$ cat config.mk
export PLATFORM = sky130hd
export DESIGN_NAME = corrector_sequencer
export DESIGN_NICKNAME = d
export VERILOG_FILES = /design/src/rtl/corrector_sequencer.sv
export SDC_FILE = /design/constraint.sdc
export NUM_CORES = 1
export LEC_CHECK = 0
export BUFFER_PORTS_ARGS = -buffer_cell sky130_fd_sc_hd__buf_4
export CORE_MARGIN = 1.5
export CORE_UTILIZATION = 54
export CTS_CLUSTER_SIZE = 12
export DETAILED_ROUTE_END_ITERATION = 7
export PLACE_DENSITY = 0.83
export SLEW_MARGIN = 20
export SYNTH_ARGS = -nofsm -noshare
export SYNTH_HDL_FRONTEND = slang
export SYNTH_SLANG_ARGS = --single-unit
$ cat constraint.sdc
create_clock -name clk -period 2.2 [get_ports clk]
set_input_delay 0.22 -clock clk [delete_from_list [all_inputs] [get_ports clk]]
set_output_delay 0.22 -clock clk [all_outputs]
set_load 0.05 [all_outputs]
$ cat src/rtl/corrector_sequencer.sv
// corrector_sequencer
//   Controller for an M-bit non-linear corrector core. Takes raw samples,
//   hands each one to the core along with a fresh LFSR selector, and runs the
//   core's start/done handshake. PACK results are packed into one output word.
//
// Ports
//   clk, rst        rising-edge clock; synchronous active-low reset
//   enable          run request
//   raw_data/valid  raw sample in; raw_ready is the sequencer's accept
//   core_in/lfsr    sample and selector to the core, held from accept to done
//   core_start      one-cycle start pulse to the core
//   core_done/result single-cycle result from the core
//   out_data/valid  packed word out; out_ready is the consumer's accept
//   busy            high whenever the FSM is not IDLE
//   timeout_err     sticky core-timeout flag, cleared only by reset
//   state_dbg       current FSM state encoding, for checkers
//
// Handshakes: a transfer happens on a rising edge where valid && ready are
// both high. The valid side holds its data stable until that edge. raw_ready
// and out_valid are registered and depend only on the FSM state.
module corrector_sequencer #(
    parameter int                  M_WIDTH     = 3,
    parameter int                  INPUT_WIDTH = 10,
    parameter int                  PACK        = 4,
    parameter logic [M_WIDTH-1:0]  LFSR_TAPS   = 3'b110,
    parameter logic [M_WIDTH-1:0]  LFSR_SEED   = 3'b001,
    parameter int                  TIMEOUT     = 16
) (
    input  logic                      clk,
    input  logic                      rst,
    input  logic                      enable,
    input  logic [INPUT_WIDTH-1:0]    raw_data,
    input  logic                      raw_valid,
    output logic                      raw_ready,
    output logic [INPUT_WIDTH-1:0]    core_in,
    output logic [M_WIDTH-1:0]        core_lfsr,
    output logic                      core_start,
    input  logic                      core_done,
    input  logic [M_WIDTH-1:0]        core_result,
    output logic [M_WIDTH*PACK-1:0]   out_data,
    output logic                      out_valid,
    input  logic                      out_ready,
    output logic                      busy,
    output logic                      timeout_err,
    output logic [2:0]                state_dbg
);

    localparam int SLOT_W  = (PACK > 1) ? $clog2(PACK) : 1;
    localparam int TIMER_W = (TIMEOUT > 1) ? $clog2(TIMEOUT) : 1;
    // An all-zero seed would lock the LFSR at zero, so it is replaced by 1.
    localparam logic [M_WIDTH-1:0] LFSR_INIT = (LFSR_SEED == '0) ? M_WIDTH'(1) : LFSR_SEED;
    localparam logic [SLOT_W-1:0]  LAST_SLOT = SLOT_W'(PACK - 1);
    localparam logic [TIMER_W-1:0] LAST_TICK = TIMER_W'(TIMEOUT - 1);

    typedef enum logic [2:0] {
        IDLE      = 3'd0,
        WAIT_RAW  = 3'd1,
        ISSUE     = 3'd2,
        WAIT_CORE = 3'd3,
        PUSH      = 3'd4,
        ERR       = 3'd5
    } state_t;

    // Galois right-shift step: the bit shifted out selects the tap mask.
    function automatic logic [M_WIDTH-1:0] lfsr_step(input logic [M_WIDTH-1:0] s);
        lfsr_step = (s >> 1) ^ (s[0] ? LFSR_TAPS : '0);
    endfunction

    state_t                    state_q, state_d;
    logic [SLOT_W-1:0]         slot_q, slot_d;
    logic [TIMER_W-1:0]        timer_q, timer_d;
    logic [M_WIDTH-1:0]        lfsr_q, lfsr_d;
    logic [M_WIDTH*PACK-1:0]   pack_q, pack_d;
    logic [INPUT_WIDTH-1:0]    core_in_q, core_in_d;
    logic [M_WIDTH-1:0]        core_lfsr_q, core_lfsr_d;
    logic                      raw_ready_q, raw_ready_d;
    logic                      core_start_q, core_start_d;
    logic                      out_valid_q, out_valid_d;
    logic                      busy_q, busy_d;
    logic                      timeout_err_q, timeout_err_d;

    always_comb begin
        state_d     = state_q;
        slot_d      = slot_q;
        timer_d     = timer_q;
        lfsr_d      = lfsr_q;
        pack_d      = pack_q;
        core_in_d   = core_in_q;
        core_lfsr_d = core_lfsr_q;

        case (state_q)
            IDLE: begin
                if (enable) state_d = WAIT_RAW;
            end
            WAIT_RAW: begin
                // An offered sample wins over a drop of enable; the partial
                // word is kept either way.
                if (raw_valid && raw_ready_q) begin
                    core_in_d   = raw_data;
                    core_lfsr_d = lfsr_q;
                    state_d     = ISSUE;
                end else if (!enable) begin
                    state_d = IDLE;
                end
            end
            ISSUE: begin
                timer_d = '0;
                state_d = WAIT_CORE;
            end
            WAIT_CORE: begin
                timer_d = timer_q + 1'b1;
                // A done arriving on the last timer tick still counts.
                if (core_done) begin
                    pack_d[int'(slot_q) * M_WIDTH +: M_WIDTH] = core_result;
                    lfsr_d = lfsr_step(lfsr_q);
                    if (slot_q == LAST_SLOT) begin
                        state_d = PUSH;
                    end else begin
                        slot_d  = slot_q + 1'b1;
                        state_d = WAIT_RAW;
                    end
                end else if (timer_q == LAST_TICK) begin
                    state_d = ERR;
                end
            end
            PUSH: begin
                if (out_ready) begin
                    slot_d  = '0;
                    pack_d  = '0;
                    state_d = enable ? WAIT_RAW : IDLE;
                end
            end
            ERR: begin
                state_d = ERR;
            end
            default: begin
                state_d = IDLE;
            end
        endcase

        // Status outputs are registered from the next state so they line up
        // with the state they describe.
        raw_ready_d   = (state_d == WAIT_RAW);
        core_start_d  = (state_d == ISSUE);
        out_valid_d   = (state_d == PUSH);
        busy_d        = (state_d != IDLE);
        timeout_err_d = (state_d == ERR);
    end

    always_ff @(posedge clk) begin
        if (!rst) begin
            state_q       <= IDLE;
            slot_q        <= '0;
            timer_q       <= '0;
            lfsr_q        <= LFSR_INIT;
            pack_q        <= '0;
            core_in_q     <= '0;
            core_lfsr_q   <= '0;
            raw_ready_q   <= 1'b0;
            core_start_q  <= 1'b0;
            out_valid_q   <= 1'b0;
            busy_q        <= 1'b0;
            timeout_err_q <= 1'b0;
        end else begin
            state_q       <= state_d;
            slot_q        <= slot_d;
            timer_q       <= timer_d;
            lfsr_q        <= lfsr_d;
            pack_q        <= pack_d;
            core_in_q     <= core_in_d;
            core_lfsr_q   <= core_lfsr_d;
            raw_ready_q   <= raw_ready_d;
            core_start_q  <= core_start_d;
            out_valid_q   <= out_valid_d;
            busy_q        <= busy_d;
            timeout_err_q <= timeout_err_d;
        end
    end

    assign raw_ready   = raw_ready_q;
    assign core_in     = core_in_q;
    assign core_lfsr   = core_lfsr_q;
    assign core_start  = core_start_q;
    assign out_data    = pack_q;
    assign out_valid   = out_valid_q;
    assign busy        = busy_q;
    assign timeout_err = timeout_err_q;
    assign state_dbg   = state_q;

endmodule

==> impl_metrics.py, run 1 <==
metrics = {
    "status": {
        "status": "completed",
    },
    "timing": {
        "max_slew_margin_pct": 68.2,
        "period_share_pct": 85.2,
        "drv_slew": 0,
        "tightest_slew_ns": 0.477,
        "finClkSkew_ns": 0.00680,
        "timing_hold_violations_final": 0,
        "layout_min_cycle_time_ns": 1.87,
        "rsz0062_at_grt": "false",
        "max_freq_mhz": 533,
        "fin_setup_tns_ns": 0,
        "setup-violations-final": 0,
    },
    "final_layout": {
        "final.fill_count": 263,
        "final_area_um2": 2260,
        "antenna_cells": 0,
        "final_cells": 285,
        "areaGrowthSynthToFinish_pct": 26.2,
        "drive_above_1_share_pct": 28.6,
        "nNetsFinal": 264,
        "final_util_pct": 73.0,
    },
    "synthesis": {
        "async_reset_ff_share_pct": 0,
        "synthesis.area_um2": 1790,
        "syn_nets": 214,
        "synth_edf_count": 0,
        "ys.flop_type": "dfxtp_1",
        "yosysUniqueCellTypes": 42,
        "seq_area_frac_synth_pct": 46.9,
        "syn_inst": 190,
        "synth.avg_cell_area_um2": 9.44,
        "ys.warnings.count": 0,
        "synth_seq_cells": 42,
    },
    "place": {
        "gp_congestion": 0.830,
        "placed_area_um2": 2190,
        "dp.final_hpwl_mm": 2.73,
        "portBuffers": 51,
        "post-place-cells": 277,
    },
    "worst_setup_path": {
        "worstRegToRegCells": 4,
        "arrival_ns": 2.18,
        "r2r-end": "out_data[0]",
        "r2r-start": "state_dbg[0]",
        "crit_buf_inv": 0,
        "crit_path_end_kind": "register",
        "worstPathCellList": "and4b_1 -> nand2_1 -> nor4b_2 -> a22o_1",
        "r2r_slack_ns": 0.33,
        "critPathRequiredTime_ns": 2.50,
        "slowest_delay_ns": 0.63,
        "start_kind": "register",
        "cpMaxStageDelayCell": "dfxtp_1",
        "worstPathMaxFanout": 16,
        "crit_type": "register to register",
        "critical-path-top-delay-family": "simple AND/OR/NAND/NOR gates",
    },
    "grt": {
        "grt_max_degree": 35,
        "grt-ovfl-total": 0,
        "antenna_found_initial": 0,
        "track_usage_pct": 22.1,
        "grt_pass1_vias": 1378,
        "grt_pass1_wl_mm": 6.12,
    },
    "cts": {
        "post_cts_resized": 0,
        "cts.clk_slew.worst_paths_ns": 0.11,
        "cts_buffers": 5,
        "cts_tree": "built",
        "clk_latency_ns": 0.35,
        "hold_buffers": 0,
        "htree_levels": 2,
        "cts.sinks": 42,
        "cts_setup_buffers": 0,
        "cts_buffer_depth": 2,
        "cts_root_buf": "clkbuf_4",
    },
    "floorplan": {
        "die_h_um": 60.6,
        "die_w_um": 60.6,
        "coreArea_um2": 3100,
        "die-area_um2": 3680,
        "rows": 20,
        "ioPinCount": 52,
        "initial_core_util_pct": 57.8,
    },
    "power": {
        "switching_share_pct": 23.7,
        "finalPower_mw": 1.37,
        "pwr-share-seq_pct": 57.1,
        "p_int_mw": 1.05,
        "ir_drop_uv": 426,
        "power.switching_mw": 0.325,
        "power_density_nw_per_um2": 606,
        "pwr-share-clk_pct": 33.0,
        "p_leak_nw": 0.987,
        "combPwrFrac_pct": 9.9,
    },
    "worst_hold_path": {
        "hold_end": "out_data[1]",
        "hold_path_class": "input pin to register",
        "whs_path_depth": 2,
        "min_from": "core_result[1]",
    },
    "drt": {
        "firstDrtPassIters": 4,
        "first_iter_violations": 78,
        "ant_nets": 0,
        "via_per_inst": 5.40,
        "wirelength_mm": 3.79,
        "vias": 1540,
        "wire_per_inst_um": 13.3,
        "drc": 0,
    },
    "job": {
        "maxCapViolCount": 0,
    },
}
layer usage:
metal  vias up  global-route usage (%)  wire (um)
li1        772                       -          -
met2        40                    36.9       1870
met3         7                    5.76        175
met1       721                    27.1       1680
met5         -                       0          0
met4         0                    9.01         53
Yosys cell counts (2+ instances only):
cell type  number  area share [%]
a21boi_0        3             1.3
buf_2           4             1.1
nand2_1        35             7.3
and2_1          4             1.4
o21a_1          3             1.3
a21oi_1         3            0.84
inv_1           4            0.84
a21boi_1       14             5.9
dfxtp_1        42              47
nor2b_1         6             2.1
o21ai_0         4             1.1
buf_6           2             1.3
nor3_1          3            0.84
o211a_1         2             1.1
ha_1            5             3.5
and2_4          3             1.5
o22ai_1         4             1.4
nand3_1         8             2.2
clkbuf_1        3            0.63
a22o_1         12             5.9
and3_1          3             1.0
nor2_1          3            0.63
flip-flops by register name, indices dropped and copies added (netlist names):
name,count
slot_q,2
timer_q,4
core_lfsr,3
core_start,1
core_in,10
busy,1
raw_ready,1
lfsr_q,3
out_valid,1
state_dbg,3
out_data,12
timeout_err,1
power groups by stage:
stage	clock network (mW)	registers, mW	logic (mW)
2_1_floorplan	0	0.833	0.0507
3_3_place_gp	0	0.801	0.134
3_5_place_dp	0	0.801	0.136
4_1_cts	0.466	0.784	0.136
5_1_grt	0.494	0.786	0.146
6_report	0.453	0.784	0.136
final cells by class:
class | count | area, um2 | area share (%)
multi-input cells | 135 | 885 | 39.1
flip-flops and latches | 42 | 841 | 37.1
repair buffers | 52 | 390 | 17.2
clock buffers | 8 | 78.8 | 3.48
well taps | 44 | 55.1 | 2.43
inverters | 4 | 15.0 | 0.663
stage by stage:
step | hold WS (ns) | worst slack [ns]
floorplan | 0.345 | 0.446
global placement | 0.441 | 0.434
detailed placement | 0.445 | 0.374
CTS | 0.0755 | 0.341
global route | 0.0883 | 0.154
finish | 0.0926 | 0.325
worst max path at each step:
stage                            start           to  slack [ns]  cells past startpoint
after global routing      state_dbg[0]  out_data[2]        0.15                      4
after floorplan           state_dbg[2]  out_data[0]        0.45                      5
after CTS                 state_dbg[0]  out_data[0]        0.34                      4
after global placement    state_dbg[0]  out_data[1]        0.43                      4
after detailed placement  state_dbg[0]  out_data[0]        0.37                      4
final                     state_dbg[0]  out_data[0]        0.33                      4
cells by family after synthesis:
| group | count (synthesis) | share of synthesized area (%) |
|---|---|---|
| and+or+nand+nor | 77 | 23.6 |
| xor gates and xnor gates | 1 | 0.488 |
| AOI/OAI and AO/OA | 52 | 21.8 |
| buffers and inverters | 13 | 3.84 |
| DFF | 42 | 46.9 |
| adders and majority gates | 5 | 3.49 |
cells in the final DEF (no fill, tap or decap), types with 2 or more instances in the layout:
master / n
nor2_1: 3
and2_1: 4
a21boi_0: 3
clkbuf_8: 3
o211a_1: 2
nand2_1: 35
a21boi_1: 14
ha_1: 5
a21oi_1: 3
o21a_1: 3
nor3_1: 3
nor2b_1: 6
o22ai_1: 4
dfxtp_1: 42
inv_1: 4
clkbuf_4: 5
buf_4: 52
and2_4: 3
and3_1: 3
a22o_1: 12
nand3_1: 8
o21ai_0: 4
No activity file was read; power rests on OpenSTA's default activity.
==> inputs of run 2 (changes only) <==
- ABC_AREA: unset -> 1
- CORE_UTILIZATION: 54 -> 55
- PLACE_DENSITY: 0.83 -> 0.84
==> impl_metrics.py, run 2 <==
metrics = {
    "synthesis": {
        "synth_seq_cells": 42,
        "synth_top_area_share_pct": 46.1,
        "synth-compound-area-share_pct": 11.9,
        "async_reset_ff_share_pct": 0,
        "syn_nets": 277,
        "synth_common_cells": "nor2_1 (50), nand2_1 (45), dfxtp_1 (42), inv_1 (22)",
        "seq_area_frac_synth_pct": 46.1,
        "synthTopCellsByArea": "dfxtp_1 (46%), nor2_1 (10%), nand2_1 (9.3%)",
        "yosys.area_share.simple_pct": 31.1,
        "yosysUniqueCellTypes": 23,
        "ys.flop_type": "dfxtp_1",
        "ys.warnings.count": 0,
        "synth.avg_cell_area_um2": 7.22,
        "synthMuxAreaShare_pct": 0,
        "syn_inst": 253,
        "synth_edf_count": 0,
        "synth_top_family_by_area": "simple AND/OR/NAND/NOR gates",
        "synthAdderAreaFrac_pct": 3.43,
        "synth_top_cell_by_area": "dfxtp_1",
        "synthesis.area_um2": 1830,
        "synth_xor_area_share_pct": 0.480,
        "synth.most_common_cell": "nor2_1",
    },
    "final_layout": {
        "layout.cells.most_common": "buf_4",
        "final_area_um2": 2350,
        "layout_common_cells": "buf_4 (52), nor2_1 (50), nand2_1 (45)",
        "drive_above_1_share_pct": 22.9,
        "antenna_cells": 0,
        "largest_register_ffs": 12,
        "areaGrowthSynthToFinish_pct": 28.8,
        "nNetsFinal": 329,
        "final_cells": 350,
    },
    "cts": {
        "cts.sinks": 42,
        "cts_root_buf": "clkbuf_4",
        "cts_tree": "built",
        "cts_setup_buffers": 0,
        "post_cts_resized": 0,
        "cts.clk_slew.worst_paths_ns": 0.12,
        "htree_levels": 2,
        "cts_buffers": 5,
        "clk_latency_ns": 0.34,
        "cts_buffer_depth": 2,
        "hold_buffers": 0,
    },
    "power": {
        "ir_drop_uv": 473,
        "pwr-share-clk_pct": 40.6,
        "p_int_mw": 1.21,
        "power_density_nw_per_um2": 661,
        "power.switching_mw": 0.345,
        "p_leak_nw": 1.12,
        "switching_share_pct": 22.2,
        "pwr-share-seq_pct": 50.3,
        "finalPower_mw": 1.55,
        "combPwrFrac_pct": 9.1,
    },
    "drt": {
        "firstDrtPassIters": 4,
        "ant_nets": 0,
        "vias": 1767,
        "wire_per_inst_um": 11.4,
        "drc": 0,
        "via_per_inst": 5.05,
        "wirelength_mm": 3.98,
        "first_iter_violations": 103,
    },
    "worst_setup_path": {
        "cpMaxStageDelayCell": "dfxtp_1",
        "crit_path_end_kind": "register",
        "crit_top_cell": "inv_1",
        "critPathRequiredTime_ns": 2.48,
        "arrival_ns": 1.94,
        "crit_buf_inv": 2,
        "start_kind": "register",
        "crit_type": "register to register",
        "worstPathCellList": "inv_1 -> ha_1 -> inv_1 -> nand2_1 -> nor2_1 -> nand4_1 -> a21oi_1",
        "slowest_delay_ns": 0.49,
        "critical-path-top-delay-family": "flip-flops",
        "worstPathMaxFanout": 8,
    },
    "floorplan": {
        "ioPinCount": 52,
        "die-area_um2": 3670,
        "coreArea_um2": 3100,
        "rows": 20,
        "initial_core_util_pct": 58.8,
        "die_h_um": 60.6,
        "die_w_um": 60.6,
    },
    "grt": {
        "grtUsageMet1_pct": 30.7,
        "track_usage_pct": 23.1,
        "grt_pass1_vias": 1511,
        "met2_usage_pct": 37.8,
        "antenna_found_initial": 0,
        "grt-ovfl-total": 0,
        "busiest_layer": "met2",
        "grt_max_degree": 30,
        "use_met3_pct": 3.84,
        "grt_pass1_wl_mm": 6.51,
    },
    "timing": {
        "fin_setup_tns_ns": 0,
        "max_freq_mhz": 601,
        "max_slew_margin_pct": 73.0,
        "holdWs_ns": 0.115,
        "setup-violations-final": 0,
        "timing_hold_violations_final": 0,
        "finClkSkew_ns": 0.00755,
        "layout_min_cycle_time_ns": 1.66,
        "drv_slew": 0,
        "period_share_pct": 75.7,
        "rsz0062_at_grt": "false",
        "tightest_slew_ns": 0.404,
    },
    "place": {
        "placed_area_um2": 2240,
        "gp_congestion": 0.906,
        "dp.final_hpwl_mm": 2.87,
        "post-place-cells": 342,
        "portBuffers": 51,
    },
    "job": {
        "maxCapViolCount": 0,
    },
    "worst_hold_path": {
        "hold_path_class": "input pin to register",
    },
    "status": {
        "status": "completed",
    },
}
run 2: cells by family after synthesis:
| logic type | Yosys count |
|---|---|
| buffers and inverters | 33 |
| and+or+nand+nor | 131 |
| AOI/OAI and AO/OA | 41 |
| DFF | 42 |
| adders and majority gates | 5 |
| xor gates and xnor gates | 1 |
run 2: worst register-to-register path, cell delays in order, from the launching register on:
cell	delay, ns
dfxtp_1	0.49
inv_1	0.18
ha_1	0.35
inv_1	0.11
nand2_1	0.06
nor2_1	0.17
nand4_1	0.11
a21oi_1	0.14
run 2: metal layers:
| layer | vias up | share of wire (%) |
|---|---|---|
| met5 | - | 0 |
| li1 | 924 | - |
| met2 | 51 | 47 |
| met1 | 787 | 46 |
| met4 | 0 | 1.2 |
| met3 | 5 | 5.8 |
run 2: worst paths after layout:
path | cells past startpoint | endpoint | from | slack (ns)
setup / recovery | 7 | out_data[11] | slot_q[0] | 0.54
hold / removal | 3 | core_in[1] | raw_data[1] | 0.12
setup reg to reg | 7 | out_data[11] | slot_q[0] | 0.54
hold reg to reg | 1 | timer_q[3] | timer_q[3] | 0.46
run 2: per-stage QoR:
stage	utilization, %	setup slack, ns
3_5_place_dp	72.2	0.609
2_1_floorplan	-	0.530
6_report	75.8	0.535
3_3_place_gp	72.2	0.661
4_1_cts	75.8	0.552
5_1_grt	75.8	0.340
run 2: power by group through the flow:
stage / Clock, mW / Sequential (mW) / Combinational [mW]
after floorplan: 0 / 0.838 / 0.0463
after global routing: 0.667 / 0.784 / 0.153
final: 0.631 / 0.782 / 0.141
after detailed placement: 0 / 0.799 / 0.140
after global placement: 0 / 0.798 / 0.139
after CTS: 0.638 / 0.782 / 0.141
run 2: final cells by class:
cell class / instances / area (um2)
tap: 44 / 55.1
inverter: 26 / 97.6
sequential: 42 / 841
fill: 256 / 752
multi-input combinational: 178 / 856
clock inverter: 2 / 60.1
clock buffer: 6 / 51.3
timing repair buffer: 52 / 390
